File: src/rtl/fetch_stage_pkg.sv
// rtl/fetch_stage_pkg.sv - shared LC-3b fetch encodings and helpers
package fetch_stage_pkg;

  typedef enum logic {
    S_FETCH = 1'b0,
    S_HOLD  = 1'b1
  } fetch_state_e;

  localparam logic [1:0]  PCMUX_NPC  = 2'b00;
  localparam logic [1:0]  PCMUX_TGT  = 2'b01;
  localparam logic [1:0]  PCMUX_TRAP = 2'b10;

  localparam logic [15:0] RESET_PC_DEFAULT = 16'h3000;

  // Word-sized PC step; wraps modulo 2^16 and leaves bit 0 untouched.
  function automatic logic [15:0] pc_inc(input logic [15:0] pc);
    return pc + 16'd2;
  endfunction

endpackage

File: src/rtl/fetch_hold_buf.sv
// rtl/fetch_hold_buf.sv - one-entry ir/npc skid buffer for a stalled decode stage
module fetch_hold_buf (
  input  logic        i_clk,
  input  logic        i_rst,
  input  logic        i_load,
  input  logic        i_unload,
  input  logic        i_flush,
  input  logic [15:0] i_ir,
  input  logic [15:0] i_npc,
  output logic        o_valid,
  output logic [15:0] o_ir,
  output logic [15:0] o_npc
);

  logic        r_valid;
  logic [15:0] r_ir;
  logic [15:0] r_npc;

  // Flush beats load so a redirect can never leave a stale word behind.
  always_ff @(posedge i_clk or posedge i_rst) begin
    if (i_rst) begin
      r_valid <= 1'b0;
      r_ir    <= 16'h0000;
      r_npc   <= 16'h0000;
    end else begin
      if (i_flush) begin
        r_valid <= 1'b0;
      end else if (i_load) begin
        r_valid <= 1'b1;
      end else if (i_unload) begin
        r_valid <= 1'b0;
      end
      if (i_load && !i_flush) begin
        r_ir  <= i_ir;
        r_npc <= i_npc;
      end
    end
  end

  assign o_valid = r_valid;
  assign o_ir    = r_ir;
  assign o_npc   = r_npc;

endmodule

File: src/rtl/fetch_stage.sv
// rtl/fetch_stage.sv - LC-3b fetch stage: PC, imem request, DE latch
// Owns the PC, buffers one word while decode stalls, and applies MEM-resolved redirects.
module fetch_stage
  import fetch_stage_pkg::*;
#(
  parameter logic [15:0] RESET_PC = RESET_PC_DEFAULT
) (
  input  logic        clk,
  input  logic        reset,
  input  logic        dep_stall,
  input  logic        mem_stall,
  input  logic        v_de_br_stall,
  input  logic        v_agex_br_stall,
  input  logic        v_mem_br_stall,
  input  logic [1:0]  mem_pcmux,
  input  logic [15:0] target_pc,
  input  logic [15:0] trap_pc,
  output logic        imem_req,
  output logic [15:0] imem_addr,
  input  logic        imem_rdy,
  input  logic [15:0] imem_data,
  output logic [15:0] de_npc,
  output logic [15:0] de_ir,
  output logic        de_v
);

  fetch_state_e r_state;
  logic [15:0]  r_pc;
  logic [15:0]  r_de_npc;
  logic [15:0]  r_de_ir;
  logic         r_de_v;

  logic         w_ld_de;
  logic         w_br_stall;
  logic         w_redirect;
  logic [15:0]  w_redirect_pc;
  logic [15:0]  w_pc_inc;
  logic         w_fetch_done;
  logic         w_hold_load;
  logic         w_hold_unload;
  logic         w_hold_v;
  logic [15:0]  w_hold_ir;
  logic [15:0]  w_hold_npc;

  assign w_ld_de    = ~dep_stall & ~mem_stall;
  assign w_br_stall = v_de_br_stall | v_agex_br_stall | v_mem_br_stall;
  assign w_pc_inc   = pc_inc(r_pc);

  always_comb begin
    w_redirect    = 1'b0;
    w_redirect_pc = r_pc;
    case (mem_pcmux)
      PCMUX_NPC:  w_redirect = 1'b0;
      PCMUX_TGT: begin
        w_redirect    = 1'b1;
        w_redirect_pc = target_pc;
      end
      PCMUX_TRAP: begin
        w_redirect    = 1'b1;
        w_redirect_pc = trap_pc;
      end
      default:    w_redirect = 1'b0;
    endcase
  end

  // Gated by reset so an in-flight request is dropped the instant reset rises.
  assign imem_req      = ~reset & (r_state == S_FETCH) & ~w_br_stall & ~w_redirect;
  assign imem_addr     = r_pc;
  assign w_fetch_done  = imem_req & imem_rdy;
  assign w_hold_load   = w_fetch_done & ~w_ld_de;
  assign w_hold_unload = (r_state == S_HOLD) & w_ld_de & ~w_redirect;

  fetch_hold_buf u_hold (
    .i_clk    (clk),
    .i_rst    (reset),
    .i_load   (w_hold_load),
    .i_unload (w_hold_unload),
    .i_flush  (w_redirect),
    .i_ir     (imem_data),
    .i_npc    (w_pc_inc),
    .o_valid  (w_hold_v),
    .o_ir     (w_hold_ir),
    .o_npc    (w_hold_npc)
  );

  always_ff @(posedge clk or posedge reset) begin
    if (reset) begin
      r_state  <= S_FETCH;
      r_pc     <= RESET_PC;
      r_de_npc <= 16'h0000;
      r_de_ir  <= 16'h0000;
      r_de_v   <= 1'b0;
    end else if (w_redirect) begin
      r_pc    <= w_redirect_pc;
      r_state <= S_FETCH;
      if (w_ld_de) r_de_v <= 1'b0;
    end else begin
      case (r_state)
        S_FETCH: begin
          if (w_fetch_done) begin
            r_pc <= w_pc_inc;
            if (w_ld_de) begin
              r_de_ir  <= imem_data;
              r_de_npc <= w_pc_inc;
              r_de_v   <= 1'b1;
            end else begin
              r_state <= S_HOLD;
            end
          end else if (w_ld_de) begin
            r_de_v <= 1'b0;
          end
        end
        S_HOLD: begin
          if (w_ld_de && w_hold_v) begin
            r_de_ir  <= w_hold_ir;
            r_de_npc <= w_hold_npc;
            r_de_v   <= 1'b1;
            r_state  <= S_FETCH;
          end
        end
        default: r_state <= S_FETCH;
      endcase
    end
  end

  assign de_npc = r_de_npc;
  assign de_ir  = r_de_ir;
  assign de_v   = r_de_v;

endmodule
File: config.mk
export PLATFORM = sky130hd
export DESIGN_NAME = fetch_stage
export DESIGN_NICKNAME = d
export VERILOG_FILES = /design/src/rtl/fetch_stage_pkg.sv /design/src/rtl/fetch_hold_buf.sv /design/src/rtl/fetch_stage.sv
export SDC_FILE = /design/constraint.sdc
export NUM_CORES = 1
export LEC_CHECK = 0
export ABC_AREA = 0
export CAP_MARGIN = 10
export CORE_ASPECT_RATIO = 1.2
export CORE_UTILIZATION = 49
export DETAILED_ROUTE_END_ITERATION = 8
export PLACE_DENSITY = 0.8
export RECOVER_POWER = 50
export REMOVE_ABC_BUFFERS = 1
export SLEW_MARGIN = 0
export SYNTH_ARGS = -nofsm -noshare
export SYNTH_HDL_FRONTEND = slang
export SYNTH_SLANG_ARGS = --single-unit
File: constraint.sdc
create_clock -name clk -period 2.9 [get_ports clk]
set_input_delay 0.435 -clock clk [delete_from_list [all_inputs] [get_ports clk]]
set_output_delay 0.435 -clock clk [all_outputs]
set_load 0.05 [all_outputs]
==> summary.md <==
| Metric | Value |
|---|---|
| Die footprint | `8920 µm²` |
| Die Span Y | `103 µm` |
| Mean area per synthesized cell | `11.7 µm²` |
| Yosys cell types | `46` |
| P&R area growth vs syn | `34.7%` |
| Wirelength per Cell | `17.4 µm` |
| Synthesized netlist cell count | `357` |
| Postcts setup bufs | `0` |
| WP data required | `about 2500 ps` |
| Final Hold Fails | `0` |
| Reg2reg start | `r_state` |
| Cell accounting for the most synthesized area | `dfrtp_1` |
| Dpl cell area | `5400 µm²` |
| Detailed Place HPWL | `6.90 mm` |
| CTS H-tree depth | `3` |
| Total Wirelength | `between 10 and 15 mm` |
| Post-CTS Resized | `0` |
| Critical path startpoint | `mem_pcmux[0]` |
| Number of max-cap violations | `1` |
| TritonCTS clock tree | `done` |
| RSZ-0062 raised after global routing | `false` |
| Vias in the first global route | `3292` |
| Initial antenna violation count | `0` |
| Largest net degree at the start of global routing | `84` |
| Endpoints failing setup | `0` |
| Buffers added on ports | `107` |
| Clk_lat worst skew | `340 ps` |
| CTS Hold Bufs | `0` |
| Data arrival, critical path | `around 2400 ps` |
| Outcome | `finished, violations left` |
| Post-synth top area share | `about 48%` |
| Clock Skew | `13.2 ps` |
| Synth top area cells | `dfrtp_1, mux2_2, mux2_4` |
| Ys Warns | `0` |
| Worst setup SP type | `input pin` |
| Hold Path Class | `flop to flop` |
| Worst r2r path cells | `5` |
| IO Count | `roughly 110` |
| Core box area | `~8200 µm²` |
| Failing checks | `max-capacitance violations, max-slew violations` |
| Post-synthesis register bit count | `83` |
| Total negative slack | `0 ps` |
| Syn Std Cell Area | `4190 µm²` |
| DRC Markers | `0` |
| Final Cell Area | `about 5600 µm²` |
| TritonCTS Buffers | `9` |
| WS Path Type | `input pin to output pin` |
| Gr ovfl total | `0` |
| Clk Tree Root Cell | `clkbuf_8` |
| Worst relative slew slack | `-35.5%` |
| Leakage power | `roughly 0.0025 µW` |
| PwrDens | `575 nW/µm²` |
| Crit share post-route | `97.3%` |
| Post-synth EDFFs | `0` |
| Tot GR Track Use | `23.7%` |
| Die width | `86.4 µm` |
| Worst reg2reg setup slack | `570 ps` |
| Clock transition at path regs | `80 ps` |
| Period minus WS final | `around 2800 ps` |
| Fraction of layout cells with a size suffix above 1 | `21.3%` |
| Primary FF master, synth | `dfrtp_1` |
| Vias/cell | `5.61` |
| First-pass GRT wire length | `16.1 mm` |
| CTS Sinks | `83` |
| Top-count cell post-synth | `dfrtp_1` |
| Via count | `3277` |
| Post-DRT Antenna Nets | `0` |
| Worst slew pin tran | `2030 ps` |
| Initial Util | `51.1%` |
| Peak supply drop | `0.311 mV` |
| Final-stage net count | `between 500 and 600` |
| Slew Viols, Final | `84` |
| Sequential fraction of the synthesis area | `49.7%` |
| Critical path capture point type | `output pin` |
| Share of synthesized registers carrying an async set or reset | `100%` |
| Row cnt | `36` |
| Drt first pass iters | `4` |
| Worst r2r dst | `u_hold.o_ir[0]` |
| Placer Congestion | `0.858` |
| Number of diodes | `0` |
| Commonest cells post-synth | `dfrtp_1, mux2_2, nand2_1, nor2_1, a21oi_1` |
| Worst setup endpoint | `imem_req` |
| Crit-path max FO | `2` |
| Highest clock rate | `roughly 350 MHz` |
| Maximum clock path buffer count | `2` |
| DR iter-0 viols | `210` |
| Design Power | `3240 µW` |
==> cell type report <==
class,instances,area [µm²]
Clock inverter,4,98.8
Fill cell,624,2560
Tap cell,114,143
Multi-Input combinational cell,242,1940
Clock buffer,12,135
Inverter,9,35.0
Sequential cell,83,2080
Timing Repair Buffer,120,1200
==> placed cells by master (no fill, tap or decap), drive strengths merged, types with 2 or more instances in the layout <==
cell type | synthesis | routed
nand2b | 3 | 3
nor2 | 24 | 24
nand4 | 3 | 3
and2 | 3 | 3
a31oi | 4 | 4
nand2 | 23 | 23
xnor2 | 6 | 6
dfrtp | 81 | 81
nor4 | 7 | 7
dfstp | 2 | 2
o2111ai | 5 | 5
nand3 | 7 | 7
bufinv | 0 | 3
o21ai | 17 | 17
o31ai | 2 | 2
clkdlybuf4s50 | 0 | 83
a21oi | 20 | 20
xor2 | 3 | 3
a31o | 2 | 2
o31a | 3 | 3
o211ai | 5 | 5
dlygate4sd3 | 0 | 23
inv | 9 | 8
nor3 | 2 | 2
clkbuf | 13 | 14
mux2i | 16 | 16
ha | 2 | 2
buf | 10 | 12
mux2 | 63 | 63
o221ai | 10 | 10
==> worst min path at each step <==
stage / endpoint / cells after the start / slack [ps] / from
final: u_hold.o_npc[2] / 1 / 510 / u_hold.o_npc[2]
after global routing: u_hold.o_ir[3] / 1 / 520 / u_hold.o_ir[3]
after CTS: u_hold.o_ir[3] / 1 / 510 / u_hold.o_ir[3]
after detailed placement: u_hold.o_ir[13] / 1 / 490 / u_hold.o_ir[13]
after global placement: u_hold.o_ir[2] / 1 / 480 / u_hold.o_ir[2]
after floorplan: u_hold.o_ir[0] / 1 / 470 / u_hold.o_ir[0]
==> registers in the layout, summed over array words and instances (netlist names) <==
register / cells
imem_addr: 16
de_npc: 16
u_hold.o_ir: 16
de_ir: 16
u_hold.o_valid: 1
r_state: 1
u_hold.o_npc: 16
de_v: 1
==> per-layer routing <==
| layer | GRT usage [%] | vias to the layer above | share of wire [%] |
|---|---|---|---|
| met2 | 40.8 | 122 | 50 |
| met4 | 10.0 | 0 | 1.6 |
| met1 | 28.7 | 1620 | 41 |
| li1 | - | 1517 | - |
| met5 | 0 | - | 0 |
| met3 | 5.56 | 18 | 6.7 |
==> critical path, cell delays in order <==
cell and delay [ps]:
clkdlybuf4s50_1 450, inv_1 50, ha_1 290, or4b_4 490
buf_4 170, nor3_1 320, buf_12 190
==> where the power goes <==
group	switching [µW]	leakage [µW]	internal, µW
clock	400	0.000115	576
sequential	120	0.00109	1310
combinational	490	0.00129	354
==> through the flow <==
stage | hold WS [ps] | setup WS (ps) | util, % | std cells
floorplan | 475 | -664 | - | 334
global placement | 483 | -114 | 65.8 | 567
detailed placement | 492 | -148 | 65.8 | 567
CTS | 512 | 114 | 68.7 | 583
global route | 521 | 3.00 | 68.8 | 584
finish | 507 | 77.7 | 68.8 | 584
==> cell families (layout without fill, tap and decap cells) <==
logic type               after synthesis  in the layout  share of synthesized area (%)
flip-flops                            83             83                           49.7
AND/OR/NAND/NOR                       80             80                           9.95
multiplexers                          79             79                           22.5
AO/OA/AOI/OAI                         72             72                           11.3
buffers and inverters                 32            145                           4.09
XOR/XNOR                               9              9                           1.88
adder cells (fa/ha/maj)                2              2                          0.598
Power figures use the tool's default switching activity.
